**config.mk**
```make
export PLATFORM = sky130hd
export DESIGN_NAME = oam_dma
export DESIGN_NICKNAME = d
export VERILOG_FILES = /design/src/rtl/oam_dma_pkg.sv /design/src/rtl/oam_dma.sv
export SDC_FILE = /design/constraint.sdc
export NUM_CORES = 1
export LEC_CHECK = 0
export CORE_ASPECT_RATIO = 0.9
export CORE_UTILIZATION = 40
export DETAILED_ROUTE_END_ITERATION = 10
export HOLD_SLACK_MARGIN = 0.1
export PLACE_DENSITY = 0.81
export SYNTH_ARGS = -nofsm -noshare
export SYNTH_HDL_FRONTEND = slang
export SYNTH_SLANG_ARGS = --single-unit
export TNS_END_PERCENT = 10
```
**constraint.sdc**
```tcl
create_clock -name clk -period 2.1 [get_ports clk]
set_clock_uncertainty 0.1 [all_clocks]
set_input_delay 0.21 -clock clk [delete_from_list [all_inputs] [get_ports clk]]
set_output_delay 0.21 -clock clk [all_outputs]
set_load 0.005 [all_outputs]
```
**src/rtl/oam_dma_pkg.sv**
```systemverilog
// Shared memory-map constants and the OAM DMA state encoding.
// The top level and the DMA engine both import this package so that
// address decoding stays consistent across the bus.
package oam_dma_pkg;

  localparam logic [15:0] OAM_BASE             = 16'hFE00;
  localparam int          OAM_SIZE             = 160;
  localparam logic [15:0] HRAM_BASE            = 16'hFF80;
  localparam int          HRAM_SIZE            = 127;
  localparam logic [15:0] HRAM_LAST            = 16'hFFFE;
  localparam logic [15:0] DMA_REG_ADDR_DEFAULT = 16'hFF46;
  localparam int          OAM_LEN_DEFAULT      = 160;

  typedef enum logic [1:0] {
    ST_IDLE  = 2'd0,
    ST_START = 2'd1,
    ST_READ  = 2'd2,
    ST_WRITE = 2'd3
  } dma_state_e;

  // Source pages E0-FF alias work RAM through the echo mirror.
  function automatic logic [7:0] echo_fold(input logic [7:0] hi);
    return (hi >= 8'hE0) ? (hi - 8'h20) : hi;
  endfunction

endpackage

```
**src/rtl/oam_dma.sv**
```systemverilog
// OAM DMA engine.
// A CPU write to DMA_REG_ADDR latches the source page and copies OAM_LEN
// bytes from {page,idx} on the shared bus into OAM, one READ and one WRITE
// cycle per byte. While the copy runs the CPU is cut off from the bus:
// its writes are dropped and its reads return 8'hFF (HRAM excepted, which
// the top level serves directly).
//
// Ports:
//   clk, reset         clock, asynchronous active-high reset
//   cpu_addr/_data_w   CPU bus address, write data, write strobe
//   cpu_do_write
//   cpu_data_r         read data returned to the CPU
//   mem_data_r         top-level read-mux result for bus_addr
//   bus_addr,          shared memory bus address / write strobe
//   bus_do_write
//   oam_addr/_data_w/  dedicated OAM write port
//   oam_do_write
//   dma_active         DMA owns the bus (READ and WRITE states)
module oam_dma
  import oam_dma_pkg::*;
#(
  parameter logic [15:0] DMA_REG_ADDR = DMA_REG_ADDR_DEFAULT,
  parameter int          OAM_LEN      = OAM_LEN_DEFAULT
) (
  input  logic        clk,
  input  logic        reset,
  input  logic [15:0] cpu_addr,
  input  logic [7:0]  cpu_data_w,
  input  logic        cpu_do_write,
  output logic [7:0]  cpu_data_r,
  input  logic [7:0]  mem_data_r,
  output logic [15:0] bus_addr,
  output logic        bus_do_write,
  output logic [7:0]  oam_addr,
  output logic [7:0]  oam_data_w,
  output logic        oam_do_write,
  output logic        dma_active
);

  localparam logic [7:0] LAST_IDX = 8'(OAM_LEN - 1);

  dma_state_e state_q, state_d;
  logic [7:0] src_hi_q, src_hi_d;
  logic [7:0] idx_q, idx_d;
  logic       reg_wr;
  logic       cpu_in_hram;
  logic [15:0] dma_addr;

  assign reg_wr      = cpu_do_write && (cpu_addr == DMA_REG_ADDR);
  assign cpu_in_hram = (cpu_addr >= HRAM_BASE) && (cpu_addr <= HRAM_LAST);
  assign dma_addr    = {echo_fold(src_hi_q), idx_q};

  always_ff @(posedge clk or posedge reset) begin
    if (reset) begin
      state_q  <= ST_IDLE;
      src_hi_q <= 8'h00;
      idx_q    <= 8'h00;
    end else begin
      state_q  <= state_d;
      src_hi_q <= src_hi_d;
      idx_q    <= idx_d;
    end
  end

  // Next state: a register write restarts the copy from any state.
  always_comb begin
    state_d  = state_q;
    src_hi_d = src_hi_q;
    idx_d    = idx_q;
    if (reg_wr) begin
      state_d  = ST_START;
      src_hi_d = cpu_data_w;
      idx_d    = 8'h00;
    end else begin
      case (state_q)
        ST_START: state_d = ST_READ;
        ST_READ:  state_d = ST_WRITE;
        ST_WRITE: begin
          if (idx_q < LAST_IDX) begin
            idx_d   = idx_q + 8'd1;
            state_d = ST_READ;
          end else begin
            state_d = ST_IDLE;
          end
        end
        default:  state_d = ST_IDLE;
      endcase
    end
  end

  always_comb begin
    bus_addr     = cpu_addr;
    bus_do_write = cpu_do_write;
    oam_addr     = 8'h00;
    oam_data_w   = 8'h00;
    oam_do_write = 1'b0;
    dma_active   = 1'b0;
    case (state_q)
      ST_READ: begin
        bus_addr     = dma_addr;
        bus_do_write = 1'b0;
        dma_active   = 1'b1;
      end
      ST_WRITE: begin
        bus_addr     = dma_addr;
        bus_do_write = 1'b0;
        dma_active   = 1'b1;
        oam_addr     = idx_q;
        oam_data_w   = mem_data_r;
        oam_do_write = 1'b1;
      end
      default: ;
    endcase
  end

  // HRAM reads during DMA are answered by the top level from cpu_addr;
  // the value returned here for that case is not used.
  always_comb begin
    if (cpu_addr == DMA_REG_ADDR)
      cpu_data_r = src_hi_q;
    else if (!dma_active)
      cpu_data_r = mem_data_r;
    else if (cpu_in_hram)
      cpu_data_r = mem_data_r;
    else
      cpu_data_r = 8'hFF;
  end

endmodule

```
## Word level (Yosys, flattened, before mapping)

Cells that the tools add are included.

- RAM bits: 0
- Memories: 0
- Bits in latches: 0
- Bits in registers: 18
- Input bits: 35
- Output and inout port bits: 43
- ROM bits: 0

- Shifts and indexed selects: 0
- Reductions and logical operators: 6
- Add/subtract/negate cells: 2
- Magnitude comparators: 4
- Multiplexer cells: 16
- Eq/ne operators: 4
- Div/mod/pow operators: 0
- Bitwise logic cells: 0
- Multiply operators: 0

Operators by type and width:

| operator | number |
|---|---|
| 2-to-1 mux 8 bit | 9 |
| == test 16 bit (second input constant) | 1 |
| >= comparator 16 bit (second input constant) | 1 |
| less-or-equal comparator 16 bit (second input constant) | 1 |
| 2-to-1 mux 16 bit | 1 |
| adder 8 x 1 -> 8 bit (second input constant) | 1 |
| >= comparator 8 bit (second input constant) | 1 |
| < comparator 8 bit (second input constant) | 1 |
| subtractor 8 x 6 -> 8 bit (second input constant) | 1 |
| case mux 2 bit (3 select lines) | 1 |
| == test 2 bit (second input constant) | 2 |
| 2-to-1 mux 2 bit | 2 |
| nonzero test 2 bit | 2 |
| 2-to-1 mux 1 bit | 3 |
| == test 2 x 1 -> 1 bit (second input constant) | 1 |
| logical AND 1 bit | 2 |
| AND reduction 2 bit | 1 |
| OR reduction 2 bit | 1 |

## Logic depth before layout (Yosys ltp)

- Depth in word-level cells: 5
- Depth in mapped cells: 7

## Least setup slack after synthesis

OpenSTA, ideal clock, no wires.

- Kind: reg-to-reg
- Start: register idx_q[0]
- End: register idx_q[5]
- Period minus slack after synthesis: 1.776 ns
- Path slack: 0.324 ns
- Library setup time: 0.073 ns
- Cell stages (with the launch flop): 6
- Arrival: 1.603 ns
- Data required time: 1.927 ns
- Cells stage by stage: dfrtp_1 -> ha_1 -> nand4_4 -> a41oi_4 -> or4_4 -> a21oi_2

- Longest elaborated chain between the ends: 4
- Elaborated cells between the ends (all ways): 7
- Classes of those cells: 1 x add/sub; 1 x order compare; 3 x mux; 2 x reduce/logical

RTL lines:

| item | line | RTL |
|---|---|---|
| from (decl) | oam_dma.sv:44 | `logic [7:0] idx_q, idx_d;` |
| from (signal assigned) | oam_dma.sv:61 | `idx_q <= idx_d;` |
| adder 8 x 1 -> 8 bit | oam_dma.sv:80 | `idx_d = idx_q + 8'd1;` |
| 2-to-1 mux 8 bit | oam_dma.sv:79 | `if (idx_q < LAST_IDX) begin` |
| 2-to-1 mux 8 bit | oam_dma.sv:75 | `case (state_q)` |
| 2-to-1 mux 8 bit | oam_dma.sv:70 | `if (reg_wr) begin` |

Parallel ways exist; a longest one is shown, timed or not. The select of a mux whose other input is x is not followed.
A chain may end at the register's enable or synchronous reset.

## Final worst setup path

- Start: input port cpu_addr[12]
- End: output port cpu_data_r[4]

- Longest elaborated chain between the ends: 5
- Elaborated cells between the ends (all ways): 7
- Classes of those cells: 2 x order compare; 1 x eq/ne; 3 x mux; 1 x reduce/logical

RTL lines:

| item | line | RTL |
|---|---|---|
| from (decl) | oam_dma.sv:27 | `input logic [15:0] cpu_addr,` |
| >= comparator 16 bit or less-or-equal comparator 16 bit (tied branches) | oam_dma.sv:50 | `assign cpu_in_hram = (cpu_addr >= HRAM_BASE) && (cpu_addr <= HRAM_LAST);` |
| logical AND 1 bit | oam_dma.sv:50 |  |
| 2-to-1 mux 8 bit | oam_dma.sv:123 | `else if (cpu_in_hram)` |
| 2-to-1 mux 8 bit | oam_dma.sv:121 | `else if (!dma_active)` |
| 2-to-1 mux 8 bit (*) | oam_dma.sv:119 | `if (cpu_addr == DMA_REG_ADDR)` |
| to (decl) | oam_dma.sv:30 | `output logic [7:0] cpu_data_r,` |

Mark *: on every way between the ends. The rest lies on a longest branch, timed or not.

==> flow_summary.toml <==
[run_status]
status = "finished, final reports clean"

[final_layout]
drive_above_1_share_pct = 29.5
antennaDiodeCount = 0
nFillCells = 277
regArea_sq_um = 452
area_growth_pct = 68.9
post-route-cell-area_sq_um = 2510
final_cell_mix = "clkdlybuf4s50_1, buf_4, and3_1, dlygate4sd2_1, dfrtp_1"
layout_commonest_cell = "clkdlybuf4s50_1"
finalNetCount = 289
multi_input_area_sq_um = 957

[die]
core_area_sq_um = 3450
fp.dieH_um = 59.8
fp.dieW_um = 66.2
placementRows = 20
start_util_pct = 43.0
ios = 78
die_area_sq_um = 3960

[timing]
rsz0062_at_grt = "no"
setup_viol = 0
relSlewSlack_pct = 53.7
hold_viol = 0
worst_slack_ns = 0.0703
finalCritPeriodShare_pct = 96.7
worst_pin_slew_ns = 0.694
timing.fmax_ghz = 0.493
drv_slew = 0
fin_crit_ns = 2.03

[worst_setup_path]
rr_worst_depth = 6
r2r_slack_ns = 0.17
reg2reg_from = "idx_q[0]$_DFFE_PP0P_"
path_class = "input pin to output port"
required_ns = 1.79
cp-end-kind = "output port"
crit_path_start = "cpu_addr[12]"
arrival_ns = 1.72
timing.rr.end = "idx_q[2]$_DFFE_PP0P_"
cp_max_fo = 4
startpoint_type = "input pin"

[route]
via_count = 1548
viasPerCell = 5.25
antenna_left = 0
wl_per_cell_um = 16.0
firstDrtPassIters = 4
drt_wl_total_um = 4730
drc = 0
wl_met3_um = 273
met2_length_um = 2340
drt-initial-drc-count = 51
met1Wirelength_um = 2070
highest_layer = "met4"

[synth]
synth_edf_count = 0
synth-seq-area-share_pct = 30.4
ys.flop_type = "dfrtp_1"
synth_warnings = 0
synth_top_area_share_pct = 30.4
synth_top_area_cell = "dfrtp_1"
netlist_top_cells_area = "dfrtp_1, mux2_2, and3_1"
syn_area_per_cell_sq_um = 9.70
syn_nets = 190
synth-async-reset-ratio_pct = 100
ys_ff_latch = 18
synth_area_sq_um = 1480
synth.distinct_cells = 38
synth_cells = 153

[hold_path]
hold_class = "input pin to async pin"

[clock_tree]
clkLatencyLatePin_ns = 0.26
root_buffer = "clkbuf_8"
clock-sinks = 18
numCtsBuffers = 3
clkTransAtPathRegs_ns = 0.07
cts_tree = "built"
h-tree-depth = 1
clockBufferDepth = 2

[grt]
grt_max_degree = 19
grt_pass1_vias = 1589
grt_util_all_layers_pct = 26.1
grt_pass1_wl_um = 7650
overflow = 0
grt_antenna_before_repair = 0

[placed_design]
placed_area_sq_um = 2350
post-place-ws_ns = -0.360
dp_hpwl_um = 3470
portBuffers = 77
routabilityCongestion = 0.789

[pwr]
peakVddDrop_mv = 0.458
p_leak_uw = 0.00118
total_power_uw = 1920
cellPowerDensity_nw_per_um2 = 767

[run]
max_cap_viol_count = 0
==> layer usage <==
metal  up-vias  track usage (%)
li1        744                -
met2        56             45.2
met1       742             33.3
met5         -                0
met3         6             5.34
met4         0             6.69
==> layout make-up <==
| class | instances | share of cell area [%] |
|---|---|---|
| Clock buffer | 4 | 2.20 |
| Sequential cell | 18 | 18.0 |
| Multi-Input combinational cell | 116 | 38.2 |
| Inverter | 7 | 1.05 |
| Timing Repair Buffer | 106 | 38.3 |
| Tap cell | 44 | 2.20 |
==> cell families after synthesis <==
| family | after synthesis | synth area share (%) |
|---|---|---|
| buf+inv | 19 | 6.91 |
| simple gates | 69 | 28.9 |
| mux | 31 | 24.1 |
| compound gates | 12 | 6.83 |
| fa+ha+maj | 2 | 1.69 |
| flops | 18 | 30.4 |
| xor+xnor | 2 | 1.18 |
==> metrics by stage <==
step / utilization [%] / std cells / hold slack, ns / setup TNS (ns)
2_1_floorplan: - / 153 / 0.0486 / 0
3_3_place_gp: 68.2 / 278 / 0.426 / -5.25
3_5_place_dp: 68.2 / 278 / 0.433 / -5.55
4_1_cts: 72.3 / 293 / 0.304 / -0.0960
5_1_grt: 72.6 / 295 / 0.351 / 0
6_report: 72.6 / 295 / 0.255 / 0
==> sequential cells by signal (all words and copies together), names as in the netlist <==
register and cells:
state_q 2, src_hi_q 8, idx_q 8
==> worst max path at each step <==
stage	end	slack [ns]	cells after the start
after CTS	cpu_data_r[0]	-0.05	8
after floorplan	idx_q[5]$_DFFE_PP0P_	0.32	5
final	cpu_data_r[4]	0.07	8
after global placement	cpu_data_r[6]	-0.33	7
after detailed placement	cpu_data_r[3]	-0.36	7
after global routing	cpu_data_r[4]	0.008	8
==> timing repair <==
| item | CTS | global route |
|---|---|---|
| setup buffers | 11 | 2 |
| hold buffers | 0 | 0 |
| gates resized for setup | 40 | 10 |
| endpoints found under the setup margin | 9 | 27 |
| pin swaps | 8 | 5 |
==> Yosys cell counts (all sizes together), types with 2 or more instances <==
master   n
o21ai    5
mux2i   11
a31oi    2
nor3     4
nand4    2
ha       2
clkbuf   5
nand2   16
nand3    7
mux2    20
and3    19
and4     4
dfrtp   18
buf      7
inv      7
nor2    10
==> critical path, cell delays in order <==
cell	delay, ns
dlygate4sd2_1	0.26
and4_4	0.19
and4_4	0.20
buf_4	0.13
a211o_4	0.28
buf_4	0.16
nand2_1	0.05
dlygate4sd2_1	0.23
==> report_power, final <==
part	internal, uW	switching [uW]
Sequential	369	45.4
Combinational	761	458
Clock	167	123
Note: power is estimated with default switching activity, not from simulation.
==> RTL change 1, RTL diff (same flow settings) <==
Change the package constant `OAM_LEN_DEFAULT` from 160 to 80.
--- a/src/rtl/oam_dma_pkg.sv
+++ b/src/rtl/oam_dma_pkg.sv
@@ -9,7 +9,7 @@
   localparam int          HRAM_SIZE            = 127;
   localparam logic [15:0] HRAM_LAST            = 16'hFFFE;
   localparam logic [15:0] DMA_REG_ADDR_DEFAULT = 16'hFF46;
-  localparam int          OAM_LEN_DEFAULT      = 160;
+  localparam int          OAM_LEN_DEFAULT      = 80;
 
   typedef enum logic [1:0] {
     ST_IDLE  = 2'd0,
Function: no difference found for any inputs over 10 cycles, from zero or initial values and one cycle with reset high; that may be too few to reach the edited logic, so the function may still have changed.
==> RTL change 1 against the original RTL <==
Routed wire length fell by 12%. Sequential cell count is the same. Final area is 9.5% lower. Area after synthesis is 10% lower. Utilization up 0.27 points. Synthesized cell count shrank 5.2%. Fmax down 2.7%. Critical path type unchanged. Critical path depth unchanged. Sequential share of layout area grew 1.9 points. Setup slack worse by 0.056 ns. Clock power is 19% lower. Power decreased by 11%.
==> RTL change 1: results (changes against the original RTL) <==
| Metric | Value |
|---|---|
| # diodes | `0 (unchanged)` |
| Register area share after synthesis | `33.7% (+3.4 points)` |
| Leakage power | `1.02 nW (-13%)` |
| Die W | `62.9 um (-5.0%)` |
| Slew margin rel. | `53.8% (+0.16 points)` |
| Max VDD drop | `0.528 mV (+15%)` |
| Cell Area, Placed | `2190 um2 (-6.8%)` |
| Worst-case clock buffer depth | `2 (unchanged)` |
| First-pass GRT wire length | `6840 um (-11%)` |
| Reg2reg setup slack | `0.14 ns (-0.03 ns)` |
| Clk Latency, worst-skew pair | `0.25 ns` |
| Clock slew seen by the registers of the worst setup and hold paths | `0.06 ns` |
| Status | `finished clean` |
| Top_reg_cell synth | `dfrtp_1` |
| Num CTS Buffers | `3 (unchanged)` |
| Initial DRC count | `56 (+9.8%)` |
| Largest regs | `idx_q: 8 flops, src_hi_q: 8 flops, state_q: 2 flops` |
| First-pass DRT Iterations | `4 (unchanged)` |
| Root Buffer | `clkbuf_8` |
| Filler instances | `218 (-21%)` |
| Initial antenna violation count | `0 (unchanged)` |
| Vias in the first global route | `1,463 (-7.9%)` |
| Worst-path maximum fanout | `4 (unchanged)` |
| Synth top area cells | `dfrtp_1, mux2_2, and3_1` |
| Routability cong. | `0.851 (+7.8%)` |
| Layout cells sized above 1 | `21.6% (-7.9 points)` |
| Arrival time at the worst endpoint | `1.78 ns (+0.06 ns)` |
| Largest net degree at the start of global routing | `22 (+3)` |
| Syn Nets | `182 (-4.2%)` |
| Library cells used by synthesis | `32 (-16%)` |
| Hold Crit Class | `in2async` |
| R2R depth | `5 (-1)` |
| I/O Buffers | `77 (unchanged)` |
| Layout Nets | `271 (-6.2%)` |
| Vias per cell | `5.42 (+3.2%)` |
| Critical-path top delay cell | `or4_4` |
| Yosys warns | `0 (unchanged)` |
| Wire per inst | `15.1 um (-5.8%)` |
| Async set-reset flop share out of synthesis | `100% (unchanged)` |
| Tot GR Track Use | `24.5% (-1.6 points)` |
| Post-DP HPWL | `3130 um (-9.8%)` |
| Multi-input logic area | `810 um2 (-15%)` |
| Crit path max-delay family | `simple AND/OR/NAND/NOR gates` |
| Internal power | `1.16 mW (-11%)` |
| Synth cell count leaders | `dfrtp_1, and3_1, mux2_2, nand2_1, nor2_1` |
| Critical Path Max Stage Delay | `0.54 ns (+0.26 ns)` |
| CTS H-tree depth | `1 (unchanged)` |
RTL change 1: cell types whose count changed in the layout (fill, tap and decap cells not counted), sizes merged, moves of 2 or more:
cell | unedited run | this run
nor3 | 4 | 2
buf | 30 | 27
xnor2 | 1 | 4
mux2i | 11 | 9
nand2 | 16 | 12
a311o | 0 | 2
clkdlybuf4s15 | 0 | 2
clkbuf | 8 | 3
dlymetal6s2s | 2 | 0
dlygate4sd2 | 18 | 11
and4 | 4 | 1
and3 | 19 | 16
nand3b | 0 | 2
a21oi | 1 | 3
RTL change 1: power groups by stage:
stage / registers (mW) / logic, mW / clock network, mW
finish: 0.417 / 1.06 / 0.234
global route: 0.420 / 1.14 / 0.258
CTS: 0.413 / 1.06 / 0.240
detailed placement: 0.419 / 1.10 / 0
global placement: 0.416 / 1.08 / 0
floorplan: 0.384 / 0.462 / 0
RTL change 1: cell type report:
cell class	instances	share of cell area, %
repair buffers	94	39.1
multi-input cells	110	35.7
flip-flops and latches	18	19.9
well taps	42	2.32
clock buffers	3	1.82
inverters	7	1.16
RTL change 1: worst paths after layout:
path	from	endpoint
worst min register to register	src_hi_q[4]	src_hi_q[4]
worst min-delay path	reset	idx_q[0]
worst max register to register	idx_q[0]	idx_q[5]
worst max-delay path	cpu_addr[5]	cpu_data_r[0]
min in group clk	src_hi_q[4]	src_hi_q[4]
max in group asynchronous	reset	state_q[0]
RTL change 1: layer usage:
metal / global-route usage [%] / routed length, um / vias up
li1: - / - / 697
met1: 29.7 / 1650 / 698
met2: 43.3 / 2090 / 85
met3: 6.10 / 370 / 4
met4: 4.98 / 29 / 0
met5: 0 / 0 / -
RTL change 1: what timing repair did:
action | 4_1_cts | 5_1_grt
gates cloned | 1 | 0
pin swaps | 10 | 2
gates resized for setup | 60 | 6
endpoints found under the hold margin | 0 | 0
endpoints found under the setup margin | 25 | 19
setup buffers | 6 | 0
RTL change 1: logic make-up (layout without fill, tap and decap cells):
| family | Yosys count | count (layout) | synth area share (%) |
|---|---|---|---|
| xor gates and xnor gates | 4 | 4 | 2.62 |
| and+or+nand+nor | 60 | 60 | 24.8 |
| AOI/OAI and AO/OA | 15 | 15 | 7.40 |
| buffers and inverters | 17 | 104 | 5.90 |
| DFF | 18 | 18 | 33.7 |
| adders and majority gates | 2 | 2 | 1.87 |
| muxes | 29 | 29 | 23.6 |
RTL change 1: stage by stage:
step	total power, mW	hold WS, ns	cells	worst slack [ns]
floorplan	0.846	0.0486	145	0.226
global placement	1.50	0.396	264	-0.638
detailed placement	1.51	0.415	264	-0.696
CTS	1.71	0.299	274	0.00423
global route	1.82	0.336	274	-0.0581
finish	1.71	0.274	274	0.0147
==> RTL change 2, RTL diff (same settings) <==
Without the edit above. The 4 states of `dma_state_e` get a one-hot encoding in 4 bits.
--- a/src/rtl/oam_dma_pkg.sv
+++ b/src/rtl/oam_dma_pkg.sv
@@ -11,11 +11,11 @@
   localparam logic [15:0] DMA_REG_ADDR_DEFAULT = 16'hFF46;
   localparam int          OAM_LEN_DEFAULT      = 160;
 
-  typedef enum logic [1:0] {
-    ST_IDLE  = 2'd0,
-    ST_START = 2'd1,
-    ST_READ  = 2'd2,
-    ST_WRITE = 2'd3
+  typedef enum logic [3:0] {
+    ST_IDLE  = 4'b0001,
+    ST_START = 4'b0010,
+    ST_READ  = 4'b0100,
+    ST_WRITE = 4'b1000
   } dma_state_e;
 
   // Source pages E0-FF alias work RAM through the echo mirror.
Behaviour: no difference found for any inputs over 10 cycles, from zero or initial values and one cycle with reset high; not proved beyond that.
==> RTL change 2 against the original RTL <==
The run now ends with setup timing left. Sequential cell count rose by 2. Cell count rose by 3.7%. Routed wire length fell by 1.0%. Setup slack got worse by 0.27 ns. Area after synthesis fell by 1.4%. Synthesized cell count rose by 2.0%. Final area rose by 1.8%. Via count rose by 3.0%. Register-to-register slack got worse by 0.15 ns. Largest cell class unchanged. Highest routed layer unchanged.
Power is not compared: it rests on default switching activity, and its combinational part moved more than twofold at a synthesized area within 25%.
==> RTL change 2: results (changes against the original RTL) <==
| Metric | Value |
|---|---|
| Critical path endpoint | `bus_addr[2]` |
| Layout Nets | `300 (+3.8%)` |
| Setup TNS | `-2.91 ns (-2.91 ns)` |
| Post-CTS setup buffer count | `5 (-6)` |
| Tot GR Track Use | `23.3% (-2.8 points)` |
| Setup crit start | `state_q[3]` |
| Largest regs | `idx_q: 8 flops, src_hi_q: 8 flops, state_q: 4 flops` |
| Xor/xnor share of the synthesized area | `1.80% (+0.62 points)` |
| Setup WS post-layout | `-0.198 ns (-0.269 ns)` |
| R2r endpoint | `idx_q[5]` |
| Failing checks | `setup timing` |
| Metal2 WL | `2220 um (-5.0%)` |
| R2R depth | `7 (+1)` |
| Post-cts repair resize count | `72 (+80%)` |
| Synth top area share | `32.5% (+2.2 points)` |
| Grt met1 use | `30.7% (-2.6 points)` |
| # setup viols final | `22 (+22)` |
| First-pass GRT wire length | `6870 um (-10%)` |
| Reg2reg setup slack | `0.02 ns (-0.15 ns)` |
| Synth cell count leaders | `dfrtp_1, and2_1, mux2_2, a21oi_1, nor2_1` |
| Status | `finished with violations` |
| Cell Area, Placed | `2440 um2 (+3.7%)` |
| Vias in the first global route | `1,441 (-9.3%)` |
| Total wire length | `4680 um (-1.0%)` |
| Worst-path maximum fanout | `10 (+6)` |
| Syn Nets | `193 (+1.6%)` |
==> RTL change 2: through the flow <==
stage               instances  setup WS [ns]
floorplan                 156          0.221
global placement          293         -0.531
detailed placement        293         -0.580
CTS                       303         -0.229
global route              306         -0.268
finish                    306         -0.198
==> RTL change 2: final cells by class <==
| type | instances | area [um2] |
|---|---|---|
| Tap cell | 44 | 55.1 |
| Clock buffer | 4 | 55.1 |
| Timing Repair Buffer | 110 | 968 |
| Fill cell | 260 | 876 |
| Inverter | 6 | 36.3 |
| Multi-Input combinational cell | 122 | 936 |
| Sequential cell | 20 | 502 |
==> RTL change 2: worst max-delay path: stages (launching register included) <==
cell,delay [ns]
dfrtp_1,0.41
nor2b_2,0.18
o21ai_2,0.17
buf_6,0.15
buf_12,0.10
buf_12,0.12
mux2_2,0.34
dlygate4sd2_1,0.26
==> RTL change 2: power by group <==
part	total (mW)	internal, mW	switching (mW)
sequential	0.386	0.385	0.000218
clock	0.283	0.167	0.116
combinational	0.150	0.0989	0.0515
total	0.819	0.651	0.168
